--- src/rtl/inst_prefetch_unit_if.sv ---
// Bundle of the cache-side request port and the dedicated memory read port of the prefetcher.
// The prefetcher uses the slave modport; the cache/memory side uses master.
interface inst_prefetch_unit_if #(
    parameter int unsigned CACHE_LINE_SIZE = 256
);
    logic                       prefetch;
    logic [31:0]                prefetch_addr;
    logic                       flush_prefetch;
    logic                       mem_busy;
    logic                       pf_mem_resp;
    logic [CACHE_LINE_SIZE-1:0] pf_mem_rdata;
    logic                       pf_mem_read;
    logic [31:0]                pf_mem_addr;
    logic                       active_prefetch;
    logic                       prefetch_rvalid;
    logic [31:0]                prefetch_raddr;
    logic [CACHE_LINE_SIZE-1:0] prefetch_rdata;

    modport master (
        output prefetch, prefetch_addr, flush_prefetch, mem_busy, pf_mem_resp, pf_mem_rdata,
        input  pf_mem_read, pf_mem_addr, active_prefetch, prefetch_rvalid, prefetch_raddr,
               prefetch_rdata
    );

    modport slave (
        input  prefetch, prefetch_addr, flush_prefetch, mem_busy, pf_mem_resp, pf_mem_rdata,
        output pf_mem_read, pf_mem_addr, active_prefetch, prefetch_rvalid, prefetch_raddr,
               prefetch_rdata
    );
endinterface

--- src/rtl/inst_prefetch_unit.sv ---
// Next-line instruction prefetcher: fetches one requested line when memory is idle and holds it
// until the cache flushes it. Define INST_PREFETCH_FILTER_EN to drop repeats of the last line.
module inst_prefetch_unit #(
    parameter int unsigned CACHE_LINE_SIZE = 256
) (
    input logic                 clk,
    input logic                 rst,
    inst_prefetch_unit_if.slave bus
);
    localparam int unsigned Offset = $clog2(CACHE_LINE_SIZE / 8);

    typedef enum logic [1:0] {StIdle, StReq, StWait, StValid} state_t;

    state_t                     state;
    logic [31:Offset]           line_addr;
    logic [CACHE_LINE_SIZE-1:0] line_data;
    logic                       drop;
    logic                       filter_hit;
    logic                       issue;

    logic unused_offset;
    assign unused_offset = ^bus.prefetch_addr[Offset-1:0];

`ifdef INST_PREFETCH_FILTER_EN
    logic [31:Offset] last_line;
    logic             last_valid;

    assign filter_hit = last_valid && (last_line == bus.prefetch_addr[31:Offset]);
`else
    assign filter_hit = 1'b0;
`endif

    // Cancel outranks a replacing request, which outranks the read issue.
    assign issue = (state == StReq) && !bus.flush_prefetch && !bus.prefetch && !bus.mem_busy;

    always_ff @(posedge clk or posedge rst) begin
        if (rst) begin
            state     <= StIdle;
            line_addr <= '0;
            line_data <= '0;
            drop      <= 1'b0;
`ifdef INST_PREFETCH_FILTER_EN
            last_line  <= '0;
            last_valid <= 1'b0;
`endif
        end else begin
            unique case (state)
                StIdle: begin
                    if (bus.prefetch && !filter_hit) begin
                        line_addr <= bus.prefetch_addr[31:Offset];
                        drop      <= 1'b0;
                        state     <= StReq;
                    end
                end
                StReq: begin
                    if (bus.flush_prefetch) begin
                        state <= StIdle;
                    end else if (bus.prefetch) begin
                        line_addr <= bus.prefetch_addr[31:Offset];
                    end else if (!bus.mem_busy) begin
                        state <= StWait;
                    end
                end
                StWait: begin
                    if (bus.pf_mem_resp) begin
                        if (drop || bus.flush_prefetch) begin
                            state <= StIdle;
                        end else begin
                            line_data <= bus.pf_mem_rdata;
                            state     <= StValid;
                        end
                    end else if (bus.flush_prefetch) begin
                        // Read already in flight: remember to discard its response.
                        drop <= 1'b1;
                    end
                end
                StValid: begin
                    if (bus.flush_prefetch) begin
                        state <= StIdle;
`ifdef INST_PREFETCH_FILTER_EN
                        last_line  <= line_addr;
                        last_valid <= 1'b1;
`endif
                    end
                end
                default: state <= StIdle;
            endcase
        end
    end

    assign bus.pf_mem_read     = issue;
    assign bus.pf_mem_addr     = {line_addr, {Offset{1'b0}}};
    assign bus.active_prefetch = (state == StReq) || (state == StWait);
    assign bus.prefetch_rvalid = (state == StValid);
    assign bus.prefetch_raddr  = {line_addr, {Offset{1'b0}}};
    assign bus.prefetch_rdata  = line_data;
endmodule

--- src/flat_wrapper.sv ---
// flat-port wrapper written by rule: the top's interface ports become plain ports
module inst_prefetch_unit_flat 
#(
    parameter int unsigned CACHE_LINE_SIZE = 256
)
  (clk, rst, bus_prefetch, bus_prefetch_addr, bus_flush_prefetch, bus_mem_busy, bus_pf_mem_resp, bus_pf_mem_rdata, bus_pf_mem_read, bus_pf_mem_addr, bus_active_prefetch, bus_prefetch_rvalid, bus_prefetch_raddr, bus_prefetch_rdata);
  inst_prefetch_unit_if #(.CACHE_LINE_SIZE(CACHE_LINE_SIZE)) bus_i ();
  input logic clk;
  input logic rst;
  input wire logic [$bits(bus_i.prefetch)-1:0] bus_prefetch;
  input wire logic [$bits(bus_i.prefetch_addr)-1:0] bus_prefetch_addr;
  input wire logic [$bits(bus_i.flush_prefetch)-1:0] bus_flush_prefetch;
  input wire logic [$bits(bus_i.mem_busy)-1:0] bus_mem_busy;
  input wire logic [$bits(bus_i.pf_mem_resp)-1:0] bus_pf_mem_resp;
  input wire logic [$bits(bus_i.pf_mem_rdata)-1:0] bus_pf_mem_rdata;
  output wire logic [$bits(bus_i.pf_mem_read)-1:0] bus_pf_mem_read;
  output wire logic [$bits(bus_i.pf_mem_addr)-1:0] bus_pf_mem_addr;
  output wire logic [$bits(bus_i.active_prefetch)-1:0] bus_active_prefetch;
  output wire logic [$bits(bus_i.prefetch_rvalid)-1:0] bus_prefetch_rvalid;
  output wire logic [$bits(bus_i.prefetch_raddr)-1:0] bus_prefetch_raddr;
  output wire logic [$bits(bus_i.prefetch_rdata)-1:0] bus_prefetch_rdata;
  assign bus_i.prefetch = bus_prefetch;
  assign bus_i.prefetch_addr = bus_prefetch_addr;
  assign bus_i.flush_prefetch = bus_flush_prefetch;
  assign bus_i.mem_busy = bus_mem_busy;
  assign bus_i.pf_mem_resp = bus_pf_mem_resp;
  assign bus_i.pf_mem_rdata = bus_pf_mem_rdata;
  assign bus_pf_mem_read = bus_i.pf_mem_read;
  assign bus_pf_mem_addr = bus_i.pf_mem_addr;
  assign bus_active_prefetch = bus_i.active_prefetch;
  assign bus_prefetch_rvalid = bus_i.prefetch_rvalid;
  assign bus_prefetch_raddr = bus_i.prefetch_raddr;
  assign bus_prefetch_rdata = bus_i.prefetch_rdata;
  inst_prefetch_unit #(.CACHE_LINE_SIZE(CACHE_LINE_SIZE)) u_core (.clk(clk), .rst(rst), .bus(bus_i));
endmodule
--- config.mk ---
export PLATFORM = sky130hd
export DESIGN_NAME = inst_prefetch_unit_flat
export DESIGN_NICKNAME = d
export VERILOG_FILES = /design/src/rtl/inst_prefetch_unit_if.sv /design/src/rtl/inst_prefetch_unit.sv /design/src/flat_wrapper.sv
export SDC_FILE = /design/constraint.sdc
export NUM_CORES = 1
export LEC_CHECK = 0
export CAP_MARGIN = 20
export CORE_AREA = 2 2 241 243
export DETAILED_ROUTE_END_ITERATION = 16
export DIE_AREA = 0 0 243 245
export GPL_ROUTABILITY_DRIVEN = 0
export MAX_ROUTING_LAYER = met4
export PLACE_DENSITY = 0.47
export SLEW_MARGIN = 25
export SYNTH_ARGS = -nofsm -noshare
export SYNTH_HDL_FRONTEND = slang
export SYNTH_SLANG_ARGS = --single-unit
--- constraint.sdc ---
create_clock -name clk -period 14.35 [get_ports clk]
set_input_delay 1.435 -clock clk [delete_from_list [all_inputs] [get_ports clk]]
set_output_delay 1.435 -clock clk [all_outputs]
set_load 0.01 [all_outputs]
# ---- Word-level counts from Yosys, hierarchy flattened
# Index checks and enable logic that the tools add are counted.
dict set report classes {
  n_bitwise 1
  muxes 15
  n_mul 0
  eq_ne 11
  div 0
  n_reduce_logical 15
  n_lt_le_gt_ge 0
  n_addsub 0
  shift 0
}
# operator count
set op_table {}
lappend op_table {{two-way mux 27 bit} 2}
lappend op_table {{case mux 27 bit (2 select lines)} 1}
lappend op_table {{two-way mux 2 bit} 7}
lappend op_table {{!= test 2 bit (second input constant)} 6}
lappend op_table {{case mux 2 bit (4 select lines)} 1}
lappend op_table {{!= test 3 bit (second input constant)} 2}
lappend op_table {{AND reduction 5 bit} 1}
lappend op_table {{== test 2 bit (second input constant)} 2}
lappend op_table {{AND reduction 4 bit} 1}
lappend op_table {{nonzero test 2 bit} 2}
lappend op_table {{logical AND 1 bit} 3}
lappend op_table {{zero test 1 bit} 3}
lappend op_table {{two-way mux 1 bit} 3}
lappend op_table {{AND reduction 3 bit} 1}
lappend op_table {{== test 2 x 1 -> 1 bit (second input constant)} 1}
lappend op_table {{zero test 2 bit} 1}
lappend op_table {{logical OR 1 bit} 2}
lappend op_table {{case mux 1 bit (2 select lines)} 1}
lappend op_table {{AND reduction 2 bit} 1}
lappend op_table {{NOT 1 bit} 1}
dict set report totals {
  register_bits 286
  inputBits 294
  ramBits 0
  word_cells 46
  n_memories 0
  output_inout_bits 323
  rom_bits 0
  latchBits 0
}

# ---- Longest topological paths before layout
dict set report logic_depth {
  depth_word 4
  depth_mapped 8
  mapped_depth_nobuf 5
}

# ---- Worst setup path after synthesis
# No wires, ideal clock.
dict set report synth_path {
  path_kind {input to output}
  startpoint {input port bus_flush_prefetch}
  endpoint {output port bus_pf_mem_read}
  n_path_buf 0
  path_stages 2
  t_arrival_ns 1.871
  required_ns 12.915
  slack_ns 11.044
  path_cell_list {nand2b_1 -> nor3_1}
}
dict set report synth_via {
  elab_chain_len 4
}
# item line_no
set synth_rtl {}
lappend synth_rtl {{start, declared} flat_wrapper.sv:12} ;# input wire logic [$bits(bus_i.flush_prefetch)-1:0] bus_flush_prefetch;
lappend synth_rtl {{zero test 1 bit} inst_prefetch_unit.sv:34} ;# assign issue = (state == StReq) && !bus.flush_prefetch && !bus.prefetch && !bus.mem_busy;
lappend synth_rtl {{logical AND 1 bit (3 in a row)} inst_prefetch_unit.sv:34}
lappend synth_rtl {{end, declared} flat_wrapper.sv:16} ;# output wire logic [$bits(bus_i.pf_mem_read)-1:0] bus_pf_mem_read;
# Every way passes these cells.

# ---- Worst setup path after layout
# Ends and elaborated chain as after synthesis.

==> flow_summary.ini <==
[clock_tree]
postCtsSetupBuffers = 0
cts_tree = built
cts_made_buffers = 38
cts_num_sinks = 286
worstSkewPairLatency_ns = 0.54
cts_hold_buf = 0
cts_root_buf = clkbuf_16
clock_path_buffers = 3
cts.reportedPaths.clkPinSlew_ns = 0.05
cts_resized = 0
cts_max_level = 2

[worst_setup_path]
endpoint_kind = output port
ff2ff_path_depth = 6
cp.arrival_ns = 2.92
worstSetupStartpoint = bus_flush_prefetch
crit_end = bus_pf_mem_read
crit_fanout = 5
path_class = input pin to output port
critical_path.most_common_cell = clkdlybuf4s50_1
crit_slowest_cell = clkdlybuf4s50_1
critical_path.cell_chain = clkdlybuf4s50_1 -> nand2b_1 -> nor3_1 -> clkdlybuf4s50_1
critPathMaxStageDelay_ns = 0.60
crit_required_ns = 12.91
rr_startpoint = u_core.state[0]$_DFFE_PP0P_
worstReg2RegEnd = u_core.bus.prefetch_rdata[50]$_DFFE_PP0P_
critical_path.startpoint_type = input pin
rrSetupSlack_ns = 10.95

[timing]
slew_headroom_pct = 18.94
rsz0062_at_grt = false
max_freq_ghz = 0.2294
worst_pin_slew_ns = 1.216
setup_viol = 0
fin_crit_ns = 4.359
finClkSkew_ns = 0.01261
finalMaxSlewViolations = 0
fin_ws_ns = 9.991
fin_tns_setup_ns = 0
finalHoldViolCount = 0
finalCritPeriodShare_pct = 30.38

[cells_and_area]
final_cells = 2045
layout_common_cells = 601 x clkdlybuf4s50_1, 286 x dfrtp_1, 240 x mux2_4, 43 x mux2_2, 41 x clkbuf_16
layout_commonest_cell = clkdlybuf4s50_1
area_growth_pct = 61.04
drive_above_1_share_pct = 27.60
fin_nets = 1552
fill_cells = 5634
postLayoutCellArea_mm2 = 0.01984

[placement]
place_inst = 1979
place_ws_ns = 9.790
dp_hpwl_um = 27530
port_buffers = 601
placed_cell_area_mm2 = 0.01853

[yosys]
synthesis.area_mm2 = 0.01232
yosysTopAreaCell = dfrtp_1
yosysUniqueCellTypes = 25
seq_area_frac_synth_pct = 58.09
syn_avg_cell_area_um2 = 18.47
ys_ff_latch = 286
ys_warn_count = 0
synth_top_area_share_pct = 58.09
ys_top_cells_by_area = dfrtp_1 58%, mux2_4 29%, buf_12 4.2%
synthCells = 667

[power]
irDropWorstVdd_mv = 0.1049
power_density_mw_per_mm2 = 217.9
power_uw = 4323
leakagePower_uw = 0.008475

[route]
route.vias.total = 7637
wl_um = 38250
drtAntennaViolNets = 0
drtIter0Drc = 212
firstDrtPassIters = 5
viasPerCell = 3.734
drc_errors = 0
route.detailed.wl_per_inst_um = 18.70

[grt]
grt_pass1_vias = 8479
grt_first_pass_wirelength_um = 56350
grt_use_total_pct = 12.83
overflow = 0
antenna_found_initial = 1
grt_max_degree = 124

[die]
die_y_um = 245
core_area_mm2 = 0.05703
num_io_pins = 617
fp.dieW_um = 243
rows = 88
start_util_pct = 21.60
dieArea_mm2 = 0.05954

[run]
maxCapViolations = 0

[min_path]
hold_depth = 1
hold_class = register to register

[status]
status = finished clean
==> cell type report <==
type | instances | area, um^2 | share of cell area, %
Clock buffer | 56 | 1182 | 5.959
Inverter | 4 | 22.52 | 0.1135
Multi-Input combinational cell | 317 | 4317 | 21.76
Timing Repair Buffer | 607 | 6077 | 30.63
Sequential cell | 286 | 7157 | 36.07
Antenna cell | 1 | 2.502 | 0.01261
Tap cell | 765 | 957.2 | 4.824
Clock inverter | 9 | 126.4 | 0.6369
==> worst min path at each step <==
| stage | endpoint | startpoint | slack (ns) |
|---|---|---|---|
| 2_1_floorplan | u_core.state[0]$_DFFE_PP0P_ | u_core.state[0]$_DFFE_PP0P_ | 0.53 |
| 3_3_place_gp | u_core.bus.prefetch_rdata[47]$_DFFE_PP0P_ | u_core.bus.prefetch_rdata[47]$_DFFE_PP0P_ | 0.49 |
| 3_5_place_dp | u_core.bus.prefetch_rdata[204]$_DFFE_PP0P_ | u_core.bus.prefetch_rdata[204]$_DFFE_PP0P_ | 0.49 |
| 4_1_cts | u_core.bus.prefetch_rdata[56]$_DFFE_PP0P_ | u_core.bus.prefetch_rdata[56]$_DFFE_PP0P_ | 0.51 |
| 5_1_grt | u_core.bus.prefetch_rdata[69]$_DFFE_PP0P_ | u_core.bus.prefetch_rdata[69]$_DFFE_PP0P_ | 0.51 |
| 6_report | u_core.bus.prefetch_rdata[56]$_DFFE_PP0P_ | u_core.bus.prefetch_rdata[56]$_DFFE_PP0P_ | 0.50 |
==> registers in the layout, summed over array words and instances, names as in the netlist <==
| register | count |
|---|---|
| u_core.bus.prefetch_rdata | 256 |
| u_core.drop | 1 |
| u_core.line_addr | 27 |
| u_core.state | 2 |
==> routing by layer <==
layer	vias up	global-route usage [%]	share of wire (%)
met4	0	3.482	2.0
li1	3445	-	-
met1	3836	14.59	40
met2	309	22.14	52
met5	-	-	0
met3	47	3.586	6.6
==> critical path: cells and delay by family <==
family | cells | cell delay, ns
AND/OR/NAND/NOR | 2 | 0.40
buffers and inverters | 2 | 1.09
==> cells by family after synthesis <==
kind of cell,after synthesis,synth area share [%]
AO/OA/AOI/OAI,8,0.5383
flip-flops,286,58.09
buffers and inverters,73,7.149
adder cells (fa/ha/maj),4,0.4062
AND/OR/NAND/NOR,12,0.6093
multiplexers,283,33.18
other,1,0.03044
==> Yosys cell counts <==
master    count
mux2_4      240
buf_8         1
o211ai_1      1
o2111a_1      1
o32ai_1       1
and2_4        1
o21bai_1      1
nor2_1        2
nand2_1       1
inv_1         4
a21bo_2       1
buf_12       26
nor3b_2       1
conb_1        1
mux2_2       43
ha_1          4
buf_6         4
nand2b_1      5
a31oi_1       1
buf_4        38
dfrtp_1     286
o32a_1        1
a21oi_1       1
nor2b_1       1
nor3_1        1
==> report_power, final <==
part	internal (uW)	total, uW	switching (uW)
Sequential	1200	1440	241
Combinational	1270	1900	630
Clock	621	989	368
==> per-stage QoR <==
step	utilization, %	hold slack, ns
global placement	32.48	0.4903
floorplan	-	0.5279
finish	34.79	0.5006
CTS	34.78	0.5073
global route	34.79	0.5148
detailed placement	32.48	0.4903
Note: power is estimated with default switching activity, not from simulation.
